`config.mk`:
```
export PLATFORM = sky130hd
export DESIGN_NAME = scan_chain_driver
export DESIGN_NICKNAME = d
export VERILOG_FILES = /design/src/rtl/scan_chain_driver.sv
export SDC_FILE = /design/constraint.sdc
export NUM_CORES = 1
export LEC_CHECK = 0
export ABC_CLOCK_PERIOD_IN_PS = 2009
export BUFFER_PORTS_ARGS = -buffer_cell sky130_fd_sc_hd__buf_2
export CORE_MARGIN = 2
export CORE_UTILIZATION = 55
export DETAILED_ROUTE_END_ITERATION = 8
export PLACE_DENSITY = 0.81
export SYNTH_ARGS = -nofsm -noshare
export SYNTH_HDL_FRONTEND = slang
export SYNTH_SLANG_ARGS = --single-unit
```
`constraint.sdc`:
```
create_clock -name CK -period 2.01 [get_ports CK]
set_clock_uncertainty 0.1 [all_clocks]
set_input_delay 0.201 -clock CK [delete_from_list [all_inputs] [get_ports CK]]
set_output_delay 0.201 -clock CK [all_outputs]
set_load 0.01 [all_outputs]
```
`src/rtl/scan_chain_driver.sv`:
```
`default_nettype none
// ============================================================================
// Module   : scan_chain_driver
// Purpose  : Loads a pattern into a scan chain while unloading its previous
//            contents, then drops SE for a functional capture window.
//            Optional compare logic is enabled with `define SCAN_CMP_EN.
// Revision : 1.0 - initial release
// ============================================================================
module scan_chain_driver #(
    parameter int CHAIN_LEN = 16,
    parameter int CAP_CYC   = 1
) (
    input  logic                 CK,
    input  logic                 RN,
    input  logic                 start,
    input  logic [CHAIN_LEN-1:0] pattern_in,
    output logic                 busy,
    output logic                 done,
    output logic [CHAIN_LEN-1:0] resp_out,
    output logic                 SE,
    output logic                 SI,
`ifdef SCAN_CMP_EN
    input  logic [CHAIN_LEN-1:0] exp_in,
    input  logic [CHAIN_LEN-1:0] mask_in,
    output logic                 fail,
`endif
    input  logic                 SO
);

    localparam int CNT_W = $clog2(CHAIN_LEN + 1);
    localparam int CAP_W = (CAP_CYC > 1) ? $clog2(CAP_CYC) : 1;
    localparam logic [CNT_W-1:0] LAST_SHIFT = CNT_W'(CHAIN_LEN - 1);
    localparam logic [CAP_W-1:0] LAST_CAP   = CAP_W'(CAP_CYC - 1);

    typedef enum logic [1:0] {
        ST_IDLE    = 2'd0,
        ST_SHIFT   = 2'd1,
        ST_CAPTURE = 2'd2
    } state_t;

    state_t               state_q;
    logic [CNT_W-1:0]     shift_cnt_q;
    logic [CAP_W-1:0]     cap_cnt_q;
    logic [CHAIN_LEN-1:0] pat_q;
    logic [CHAIN_LEN-2:0] unload_q;
    logic [CHAIN_LEN-1:0] unload_d;
    logic [CHAIN_LEN-1:0] resp_q;
    logic                 se_q;
    logic                 si_q;
    logic                 busy_q;
    logic                 done_q;
`ifdef SCAN_CMP_EN
    logic [CHAIN_LEN-1:0] exp_q;
    logic [CHAIN_LEN-1:0] mask_q;
    logic                 fail_q;
`endif

    // The first SO sample is the tail flop, so it ends up in the MSB.
    assign unload_d = {unload_q, SO};

    always_ff @(posedge CK or negedge RN) begin
        if (!RN) begin
            state_q     <= ST_IDLE;
            shift_cnt_q <= '0;
            cap_cnt_q   <= '0;
            pat_q       <= '0;
            unload_q    <= '0;
            resp_q      <= '0;
            se_q        <= 1'b0;
            si_q        <= 1'b0;
            busy_q      <= 1'b0;
            done_q      <= 1'b0;
`ifdef SCAN_CMP_EN
            exp_q       <= '0;
            mask_q      <= '0;
            fail_q      <= 1'b0;
`endif
        end else begin
            done_q <= 1'b0;
            case (state_q)
                ST_IDLE: begin
                    if (start) begin
                        // MSB goes out immediately; the shadow keeps the rest left-aligned.
                        pat_q       <= {pattern_in[CHAIN_LEN-2:0], 1'b0};
                        si_q        <= pattern_in[CHAIN_LEN-1];
                        shift_cnt_q <= '0;
                        se_q        <= 1'b1;
                        busy_q      <= 1'b1;
                        state_q     <= ST_SHIFT;
`ifdef SCAN_CMP_EN
                        exp_q       <= exp_in;
                        mask_q      <= mask_in;
                        fail_q      <= 1'b0;
`endif
                    end
                end
                ST_SHIFT: begin
                    unload_q    <= unload_d[CHAIN_LEN-2:0];
                    pat_q       <= {pat_q[CHAIN_LEN-2:0], 1'b0};
                    shift_cnt_q <= shift_cnt_q + CNT_W'(1);
                    if (shift_cnt_q == LAST_SHIFT) begin
                        resp_q    <= unload_d;
                        se_q      <= 1'b0;
                        si_q      <= 1'b0;
                        cap_cnt_q <= '0;
                        state_q   <= ST_CAPTURE;
`ifdef SCAN_CMP_EN
                        fail_q    <= |((unload_d ^ exp_q) & mask_q);
`endif
                    end else begin
                        si_q <= pat_q[CHAIN_LEN-1];
                    end
                end
                ST_CAPTURE: begin
                    if (cap_cnt_q == LAST_CAP) begin
                        busy_q  <= 1'b0;
                        done_q  <= 1'b1;
                        state_q <= ST_IDLE;
                    end else begin
                        cap_cnt_q <= cap_cnt_q + CAP_W'(1);
                    end
                end
                default: state_q <= ST_IDLE;
            endcase
        end
    end

    assign busy     = busy_q;
    assign done     = done_q;
    assign resp_out = resp_q;
    assign SE       = se_q;
    assign SI       = si_q;
`ifdef SCAN_CMP_EN
    assign fail     = fail_q;
`endif

endmodule
`default_nettype wire

```
# After elaboration in Yosys (flattened, before gate mapping)
# Cells that the tools add are included.
[totals] ff_bits=59 latch_bits=0 mem_bits_rw=0 rom_bits=0 inputBits=20 wordCells=48 mem_count=0
[classes] addsub=2 multipliers=0 n_div=0 magnitude_cmp=0 eq_ne=6 shift=0 muxes=20 bitwise=0 reduce_logical=10
[ops] operator="one-hot mux 16 bit (2 select lines)" count=1
[ops] operator="two-way mux 16 bit" count=1
[ops] operator="one-hot mux 5 bit (2 select lines)" count=1
[ops] operator="AND reduction 3 bit" count=3
[ops] operator="two-way mux 1 bit" count=8
[ops] operator="one-hot mux 1 bit (2 select lines)" count=4
[ops] operator="two-way mux 2 bit" count=3
[ops] operator="inequality test 2 bit (second input constant)" count=3
[ops] operator="one-hot mux 2 bit (3 select lines)" count=1
[ops] operator="AND reduction 2 bit" count=3
[ops] operator="nonzero test 2 bit" count=3
[ops] operator="adder 5 x 1 -> 5 bit (second input constant)" count=1
[ops] operator="equality test 5 x 4 -> 1 bit (second input constant)" count=1
[ops] operator="two-way mux 5 bit" count=1
[ops] operator="equality test 2 x 1 -> 1 bit (second input constant)" count=1
[ops] operator="equality test 2 bit (second input constant)" count=1
[ops] operator="zero test 2 bit" count=1
[ops] operator="adder 1 bit (second input constant)" count=1

# Depth between registers and ports, before layout
# Gate-level depths: netlist of run 1.
[logic_depth] depth_word=3 mapped_depth=6

# Worst setup path after synthesis of run 1
# Ideal clock, no wire load.
[synth_path] kind="register to register" startpoint="register shift_cnt_q[0]" endpoint="register resp_q[10], in the netlist resp_out[10]" setup_ns=0.125 t_arrival_ns=1.619 required_ns=1.785 setup_slack_ns=0.167 stages_incl_launch_ff=7 path_buffers=1 synth_period_minus_slack_ns=1.843 path_cell_list="dfrtp_1 -> ha_1 -> and3_1 -> ha_1 -> nand3b_4 -> buf_6 -> mux2_2"
[synth_via] elab_chain_cells=2
[synth_rtl] item="from (decl)" line="42" source="logic [CNT_W-1:0] shift_cnt_q;"
[synth_rtl] item="from (signal assigned)" line="100" source="shift_cnt_q <= shift_cnt_q + CNT_W'(1);"
[synth_rtl] item="equality test 5 x 4 -> 1 bit" line="101" source="if (shift_cnt_q == LAST_SHIFT) begin"
[synth_rtl] item="AND reduction 2 bit (no line)"
[synth_rtl] item="to (signal assigned)" line="102" source="resp_q <= unload_d;"
[synth_rtl] item="to (decl)" line="47" source="logic [CHAIN_LEN-1:0] resp_q;"
# Every way passes these cells.
# A chain may end at the register's enable or synchronous reset.

# Worst setup path in the final report of run 1
[layout_path] startpoint="register shift_cnt_q[0]" endpoint="register resp_q[15], in the netlist resp_out[15]"
# Same word-level chain as after synthesis.

==> impl_metrics.ini, run 1 <==
[worst_setup_path]
critical_path_class = reg2reg
crit_fanout = 16
crit_path_start_kind = flip-flop
end_kind = flip-flop
worstPathRequired_ps = 2120
arrival_ps = 1960

[cts]
clock-root-buffer = clkbuf_8
cts_tree = built
clk-insertion-delay-late_ps = 330
clk_path_buf_depth = 2
numCtsBuffers = 9
clk_pin_slew_ps = 60
cts_sinks = 57
cts_max_level = 3

[synthesis]
ys_seq_area_share_pct = 58.2
netlist_instances = 192
async_reset_ff_share_pct = 100
synth_seq_cells = 57
synth.avg_cell_area_um2 = 12.8
synth_top_area_cell = dfrtp_1
ys_warn_count = 0
synth_area_um2 = 2450
synth_top_area_share_pct = 58.2
synth.area.top_cells = dfrtp_1 58%, mux2_2 11%, mux2_4 4.3%, o21ai_0 3.5%, nand2_1 2.6%
post-synth-top-count-cell = dfrtp_1
syn_nets = 215
synth_edf_count = 0
yosys-top-cells-count = 57 x dfrtp_1, 24 x mux2_2, 17 x nand2_1, 17 x o21ai_0, 10 x a21oi_1
synth_top_flop_cell = dfrtp_1
ys_types = 30

[sta]
period_needed_ps = 1860
worst_pin_slew_ps = 695
hold_violations = 0
slew_viol_final = 0
timing.final.ws_setup_ps = 154
max_freq_mhz = 539
tns_ps = 0
min_period_over_period_pct = 92.3
maxSlewHeadroom_pct = 53.6
finalSetupViolCount = 0
grt_setup_unrepaired = false

[route]
antenna_left = 0
drc = 0
vias = 1582
first_pass_iters = 4
drt_iter0_markers = 86
finalWirelength_um = 4110
wl_per_cell_um = 14.0
vias_per_cell = 5.40

[finish]
syn2layout_area_growth_pct = 17.2
drive_gt1_share_pct = 39.4
fin_nets = 260
diodes = 0

[grt]
grt_max_degree = 58
grt_overflow_total = 0
grt_pass1_wl_um = 7450
antenna_found_initial = 0
gr-usage-all-layers_pct = 19.4
first_global_vias = 1644

[power_and_ir_drop]
power_density_nw_per_um2 = 1580
ir_drop_v = 0.000817
leakagePower_nw = 1.43

[floorplan]
fp-row-count = 24
fp.dieW_um = 70.8
die-area_um2 = 5010
die_h_um = 70.8
core_um2 = 4320
pin_count = 40
start_util_pct = 56.7

[placed_design]
numPortBuffers = 39
place_ws_ps = 113
gp_congestion = 0.787
dp_hpwl_um = 2730

[run]
maxCapViolations = 0

[outcome]
status = completed

[hold_path]
hold_path_class = in2reg
[per-stage QoR]
stage	std cells	hold WS, ps	utilization (%)	area (um2)	power [mW]
3_3_place_gp	277	274	61.7	2670	3.46
3_5_place_dp	277	280	61.7	2670	3.53
5_1_grt	293	16.3	66.5	2880	4.88
2_1_floorplan	192	-195	-	2450	3.16
4_1_cts	293	2.74	66.4	2870	4.60
6_report	293	20.1	66.5	2880	4.54
[placed cells by master (no fill, tap or decap)]
| cell type | netlist | layout |
|---|---|---|
| a41oi_2 | 1 | 1 |
| and3b_1 | 7 | 7 |
| o21ai_0 | 17 | 17 |
| a31oi_1 | 1 | 1 |
| mux2i_1 | 1 | 1 |
| mux2_2 | 24 | 24 |
| o32a_1 | 1 | 1 |
| nand3b_4 | 1 | 1 |
| o21bai_2 | 1 | 1 |
| inv_1 | 5 | 5 |
| nor2_1 | 7 | 7 |
| clkbuf_1 | 3 | 1 |
| buf_2 | 4 | 39 |
| nand3_1 | 1 | 1 |
| bufinv_16 | 0 | 1 |
| and3_1 | 2 | 2 |
| a21oi_1 | 10 | 10 |
| clkinv_2 | 0 | 2 |
| o21ai_1 | 1 | 1 |
| a22oi_1 | 7 | 7 |
| mux2_4 | 7 | 7 |
| buf_4 | 0 | 6 |
| ha_2 | 0 | 1 |
| nor2b_4 | 1 | 1 |
| nand2b_1 | 1 | 1 |
| o22ai_1 | 1 | 1 |
| a22o_1 | 2 | 2 |
| dfrtp_1 | 57 | 57 |
| nand2_1 | 17 | 17 |
| nor2b_1 | 4 | 4 |
| clkbuf_8 | 0 | 11 |
| ha_1 | 3 | 2 |
| dlygate4sd3_1 | 0 | 1 |
[kinds of logic after synthesis]
family                   Yosys count  share of synthesized area (%)
AND/OR/NAND/NOR                   41                           9.54
flip-flops                        57                           58.2
multiplexers                      32                           15.7
buffers and inverters             17                           4.44
adder cells (fa/ha/maj)            3                           1.53
AO/OA/AOI/OAI                     42                           10.6
[path summary, 6_finish.rpt]
kind                                                 start                       end  slack, ps  cells after the start
worst max register to register  shift_cnt_q[0]$_DFFE_PN0P_  resp_out[15]$_DFFE_PN0P_        150                      5
worst min-delay path                                    SO   unload_q[0]$_DFFE_PN0P_         20                      2
max in group asynchronous                               RN      pat_q[5]$_DFFE_PN0P_        900                      3
min in group asynchronous                               RN   resp_out[4]$_DFFE_PN0P_        450                      3
worst max-delay path            shift_cnt_q[0]$_DFFE_PN0P_  resp_out[15]$_DFFE_PN0P_        150                      5
worst min register to register       pat_q[15]$_DFFE_PN0P_     pat_q[15]$_DFFE_PN0P_        380                      2
[critical path, stage by stage (launching register included)]
cell	delay, ps
dfrtp_1	420
ha_2	210
and3_1	190
ha_1	220
nand3b_4	210
mux2_2	370
[report_power, final]
part | total (mW) | internal, mW | switching (mW)
Clock | 1.05 | 0.629 | 0.417
Sequential | 1.99 | 1.66 | 0.328
Combinational | 1.51 | 0.837 | 0.673
Total | 4.54 | 3.12 | 1.42
[layout make-up]
type	instances	area (um2)
Sequential cell	57	1430
Fill cell	339	1450
Inverter	5	18.8
Tap cell	52	65.1
Clock buffer	12	155
Clock inverter	3	40.0
Multi-Input combinational cell	118	920
Timing Repair Buffer	46	250
[registers in the layout (all words and copies together), names as in the netlist]
signal       count
resp_out        16
pat_q           15
unload_q        15
shift_cnt_q      5
state_q          2
SE               1
SI               1
busy             1
done             1
[repair_timing]
item                       in CTS  in global routing
setup endpoints to repair       0                  1
hold endpoints to repair       57                  0
buffers inserted                0                  0
hold buffers                    1                  0
resized for setup               0                  1
[per-layer routing]
metal	track usage (%)	wire length [um]
met4	9.85	54
met2	32.3	1960
met1	22.6	1890
met3	6.13	209
met5	0	0
No activity file was read; power rests on OpenSTA's default activity.
==> run 2, diff against run 1 <==
--- a/config.mk
+++ b/config.mk
@@ -5,7 +5,7 @@
 export SDC_FILE = /design/constraint.sdc
 export NUM_CORES = 1
 export LEC_CHECK = 0
-export ABC_CLOCK_PERIOD_IN_PS = 2009
+export ABC_CLOCK_PERIOD_IN_PS = 1800
 export BUFFER_PORTS_ARGS = -buffer_cell sky130_fd_sc_hd__buf_2
 export CORE_MARGIN = 2
 export CORE_UTILIZATION = 55
==> constraint.sdc (replaced) <==
create_clock -name CK -period 1.8 [get_ports CK]
set_clock_uncertainty 0.1 [all_clocks]
set_input_delay 0.18 -clock CK [delete_from_list [all_inputs] [get_ports CK]]
set_output_delay 0.18 -clock CK [all_outputs]
set_load 0.01 [all_outputs]
==> run 2 against run 1 <==
- sequential share of layout area shrank 1.1 points
- worst setup slack lost 75 ps
- non-clock buffer count grew 4
- sequential power grew 13%
- first-iteration DRC count shrank 12%
- critical endpoint is now SI$_DFFE_PN0P_
==> impl_metrics.ini, run 2 (synthesis results as in run 1) <==
[worst_setup_path]
arrival_ps = 1830
slowest_delay_ps = 380
worstPathRequired_ps = 1910
rr_worst_depth = 6
crit_chain = ha_2 -> and3_4 -> ha_1 -> inv_1 -> and3_1 -> o32a_1
crit_fanout = 3
crit_path_start_kind = flip-flop
critical_path_class = reg2reg
end_kind = flip-flop
slowest_stage = dfrtp_1

[cts]
clk_path_buf_depth = 2
clock-root-buffer = clkbuf_8
numCtsBuffers = 9
cts_sinks = 57
clk_pin_slew_ps = 60
cts_max_level = 3
cts_tree = built
clk-insertion-delay-late_ps = 330

[floorplan]
core_um2 = 4320
die_h_um = 70.8
start_util_pct = 56.7
pin_count = 40
fp.dieW_um = 70.8
die-area_um2 = 5010
fp-row-count = 24

[sta]
maxSlewHeadroom_pct = 67.5
period_needed_ps = 1720
tns_ps = 0
hold_violations = 0
min_period_over_period_pct = 95.6
fin_hold_ws_ps = 42.0
finalSetupViolCount = 0
worst_pin_slew_ps = 488
max_freq_mhz = 581
grt_setup_unrepaired = false
slew_viol_final = 0

[route]
vias = 1665
first_pass_iters = 4
vias_per_cell = 5.63
wl_per_cell_um = 16.0
finalWirelength_um = 4730
drt_iter0_markers = 76
drc = 0
antenna_left = 0

[power_and_ir_drop]
power_density_nw_per_um2 = 1730
leakagePower_nw = 1.45
ir_drop_v = 0.000851

[grt]
antenna_found_initial = 0
first_global_vias = 1656
grt_pass1_wl_um = 7910
grt_overflow_total = 0
gr-usage-all-layers_pct = 20.7
grt_max_degree = 39

[finish]
drive_gt1_share_pct = 40.2
multiInputGateArea_um2 = 957
final_cell_count_no_fill = 296
diodes = 0
final_cell_mix = 57 x dfrtp_1, 39 x buf_2, 24 x mux2_2
largest_register_ffs = 16
mostFrequentLayoutCell = dfrtp_1
syn2layout_area_growth_pct = 19.8
fin_nets = 265
regArea_um2 = 1430
fill_cells = 339
postLayoutCoreUtil_pct = 67.9

[placed_design]
numPortBuffers = 39
place_inst = 280
gp_congestion = 0.835
dp_hpwl_um = 3010

[run]
maxCapViolations = 0

[hold_path]
min_path_cells = 3
hold_path_class = in2reg

[outcome]
status = completed
-- run 2: critical path, delay by kind of cell, from the launching register on --
family / cells / cell delay (ps)
DFF: 1 / 380
and+or+nand+nor: 2 / 380
adders and majority gates: 2 / 350
AOI/OAI and AO/OA: 1 / 330
buffers and inverters: 1 / 60
-- run 2: repair_timing --
item | 4_1_cts | 5_1_grt
buffers inserted | 0 | 0
hold buffers | 2 | 0
cloned | 1 | 0
setup endpoints to repair | 12 | 13
pin swaps | 0 | 0
endpoints found under the hold margin | 20 | 0
resized for setup | 1 | 2
-- run 2: power breakdown --
part | internal, mW | switching, mW
Combinational | 1.05 | 0.828
Clock | 0.512 | 0.449
Sequential | 1.85 | 0.390
Total | 3.41 | 1.67
-- run 2: cell type report --
class / instances / share of cell area [%]
clock buffers: 12 / 4.94
clock inverters: 1 / 0.170
inverters: 5 / 0.639
multi-input cells: 119 / 32.6
flip-flops and latches: 57 / 48.6
well taps: 52 / 2.21
repair buffers: 50 / 10.9
-- run 2: metal layers --
layer  wire, um  track usage (%)
met2       2370             33.0
met4        112             9.43
met3        192             6.13
met1       2050             26.2
met5          0                0
-- run 2: path summary, 6_finish.rpt --
kind	end	slack, ps	startpoint
setup reg to reg	SI$_DFFE_PN0P_	80	shift_cnt_q[0]$_DFFE_PN0P_
hold / removal	pat_q[1]$_DFFE_PN0P_	40	pattern_in[0]
setup / recovery	SI$_DFFE_PN0P_	80	shift_cnt_q[0]$_DFFE_PN0P_
hold reg to reg	pat_q[7]$_DFFE_PN0P_	380	pat_q[7]$_DFFE_PN0P_
max in group asynchronous	unload_q[11]$_DFFE_PN0P_	790	RN
min in group asynchronous	unload_q[2]$_DFFE_PN0P_	240	RN
-- run 2: per-stage QoR --
step                setup WS [ps]  total power [mW]  area [um2]
floorplan                    21.1              3.53        2460
global placement             71.2              3.98        2730
detailed placement          -3.27              4.09        2730
CTS                          32.5              5.09        2920
global route                 37.5              5.41        2940
finish                       79.4              5.08        2940
==> run 3, diff against run 2 <==
--- a/config.mk
+++ b/config.mk
@@ -5,6 +5,7 @@
 export SDC_FILE = /design/constraint.sdc
 export NUM_CORES = 1
 export LEC_CHECK = 0
+export ABC_AREA = 1
 export ABC_CLOCK_PERIOD_IN_PS = 1800
 export BUFFER_PORTS_ARGS = -buffer_cell sky130_fd_sc_hd__buf_2
 export CORE_MARGIN = 2
==> run 3 against run 2 <==
- largest cell class unchanged
- die area decreased by 3.0%
- combinational power shrank 12%
- final cell count up 30%
- first-iteration DRC count rose to 2.5 times the previous value
- critical path depth rose by 2
- register-to-register slack better by 110 ps
- largest power group unchanged
- non-clock buffer count down 2
- global-route usage fell by 0.41 points
==> impl_metrics.ini, run 3 <==
[outcome]
status = completed

[synthesis]
post-synth-top-count-cell = nand2_1
ys_types = 14
synth_top_family_by_area = simple AND/OR/NAND/NOR gates
async_reset_ff_share_pct = 100
syn_nets = 306
synth_compound_area_share_pct = 7.80
synth_area_um2 = 2370
synth.area.top_cells = dfrtp_1 60%, nand2_1 22%, o21ai_0 7.2%, inv_1 3.6%, ha_1 1.6%
synth_xor_area_share_pct = 0
synth-simple-area-share_pct = 23.9
netlist_instances = 283
synth_seq_cells = 57
synthAdderAreaFrac_pct = 1.58
synth_top_flop_cell = dfrtp_1
ys_warn_count = 0
synth.avg_cell_area_um2 = 8.39
synth_top_area_share_pct = 60.1
yosys-top-cells-count = 138 x nand2_1, 57 x dfrtp_1, 34 x o21ai_0
synth_edf_count = 0
ys_seq_area_share_pct = 60.1
synth_top_area_cell = dfrtp_1
muxShareOfSynthArea_pct = 0

[grt]
antenna_found_initial = 0
gr-usage-all-layers_pct = 20.3
grt_pass1_wl_um = 7800
first_global_vias = 1739
grt_max_degree = 58
grt_overflow_total = 0

[route]
antenna_left = 0
first_pass_iters = 4
dr.max_layer_used = met4
finalWirelength_um = 4460
route.met2.wl_um = 2070
drt_iter0_markers = 192
drc = 0
vias = 1849
wl_met3_um = 167
wl_per_cell_um = 11.6
m1WireLength_um = 2140
vias_per_cell = 4.82

[worst_setup_path]
critical_path_class = reg2reg
crit_path_start_kind = flip-flop
path_common_cell = nand2_1
critPathTopFamily = flip-flops
slowest_stage = dfrtp_1
crit_fanout = 32
end_kind = flip-flop
cp_num_buf_inv = 1
r2r-start = shift_cnt_q[0]$_DFFE_PN0P_
slowest_delay_ps = 400
r2r_slack_ps = 190
crit_chain = ha_1 -> nand2_1 -> nor2_2 -> ha_1 -> nand2_1 -> buf_12 -> nand2_1 -> o21ai_0
arrival_ps = 1700
worstPathRequired_ps = 1890
r2r_end = resp_out[7]$_DFFE_PN0P_
startpoint = shift_cnt_q[0]$_DFFE_PN0P_
rr_worst_depth = 8

[finish]
multiInputGateArea_um2 = 792
mostFrequentLayoutCell = nand2_1
final_cell_mix = 138 x nand2_1, 57 x dfrtp_1, 39 x buf_2
fin_nets = 352
largest_register_ffs = 16
diodes = 0
syn2layout_area_growth_pct = 21.7
regArea_um2 = 1430
final_cell_count_no_fill = 384
fill_cells = 321
drive_gt1_share_pct = 19.2

[power_and_ir_drop]
power.share.clock_pct = 25.6
power_density_nw_per_um2 = 1770
power_frac_seq_pct = 42.2
leakagePower_nw = 1.57
switching_power_mw = 1.79
p_sw_share_pct = 35.1
ir_drop_v = 0.00102
p_int_mw = 3.31
comb_power_share_pct = 32.2

[hold_path]
min-delay-start = pattern_in[0]
min_path_cells = 3
hold_path_class = in2reg
hold-path-endpoint = pat_q[1]$_DFFE_PN0P_

[cts]
clk_pin_slew_ps = 60
clk-insertion-delay-late_ps = 320
numCtsBuffers = 9
clock-root-buffer = clkbuf_8
clk_path_buf_depth = 2
cts_tree = built
cts_sinks = 57
cts_max_level = 3

[placed_design]
numPortBuffers = 39
place_inst = 365
place_ws_ps = 138
dp_hpwl_um = 2740
gp_congestion = 0.748

[sta]
timing.final.ws_setup_ps = 191
tns_ps = 0
slew_viol_final = 0
min_period_over_period_pct = 89.4
period_needed_ps = 1610
maxSlewHeadroom_pct = 68.9
max_freq_mhz = 622
grt_setup_unrepaired = false
worst_pin_slew_ps = 466
finalSetupViolCount = 0
hold_violations = 0

[floorplan]
core_um2 = 4090
die_h_um = 69.7
fp.dieW_um = 69.7
pin_count = 40
start_util_pct = 58.1
die-area_um2 = 4860
fp-row-count = 23

[run]
maxCapViolations = 0
==> run 3: worst max path at each step <==
| stage | endpoint | slack [ps] | depth (start not counted) |
|---|---|---|---|
| floorplan | resp_out[10]$_DFFE_PN0P_ | 230 | 7 |
| global placement | resp_out[10]$_DFFE_PN0P_ | 280 | 8 |
| detailed placement | resp_out[10]$_DFFE_PN0P_ | 140 | 7 |
| CTS | resp_out[10]$_DFFE_PN0P_ | 130 | 7 |
| global route | resp_out[11]$_DFFE_PN0P_ | 30 | 7 |
| finish | resp_out[7]$_DFFE_PN0P_ | 190 | 8 |
==> run 3: logic make-up after synthesis <==
logic type	Yosys count
DFF	57
and+or+nand+nor	149
buffers and inverters	37
AOI/OAI and AO/OA	37
adders and majority gates	3
==> run 3: area by class of cell <==
type	instances	share of cell area, %
flip-flops and latches	57	49.4
multi-input cells	189	27.4
repair buffers	48	10.1
clock buffers	15	6.80
inverters	24	3.12
well taps	50	2.17
clock inverters	1	1.04
==> run 3: worst min-delay path: cells and delay by family <==
kind / cells / cell delay, ps
buf+inv: 2 / 140
compound gates: 1 / 70
==> run 3: through the flow <==
stage,util (%),hold slack [ps],power (mW),instance area (um2)
after floorplan,-,-216,3.24,2370
after global placement,64.5,99.1,3.70,2630
after detailed placement,64.5,103,3.78,2630
after CTS,70.2,8.36,5.11,2870
after global routing,70.7,19.7,5.54,2890
final,70.7,5.57,5.10,2890
==> run 3: timing repair <==
action                                  CTS  global route
resized for setup                         0             2
hold buffers                              1             0
buffers inserted                          0             2
hold endpoints to repair                 57             0
endpoints found under the setup margin    0             9
==> run 3: layer usage <==
layer  GRT usage, %  vias to the layer above
met5              0                        -
met4           9.62                        0
met3           4.36                        9
met1           27.6                      848
met2           31.2                       30
li1               -                      962
==> run 3: power by group through the flow <==
| stage | Clock (mW) | Sequential (mW) | Combinational, mW |
|---|---|---|---|
| global route | 1.40 | 2.23 | 1.92 |
| global placement | 0 | 2.16 | 1.55 |
| floorplan | 0 | 2.23 | 1.02 |
| CTS | 1.32 | 2.16 | 1.63 |
| finish | 1.31 | 2.15 | 1.64 |
| detailed placement | 0 | 2.17 | 1.61 |
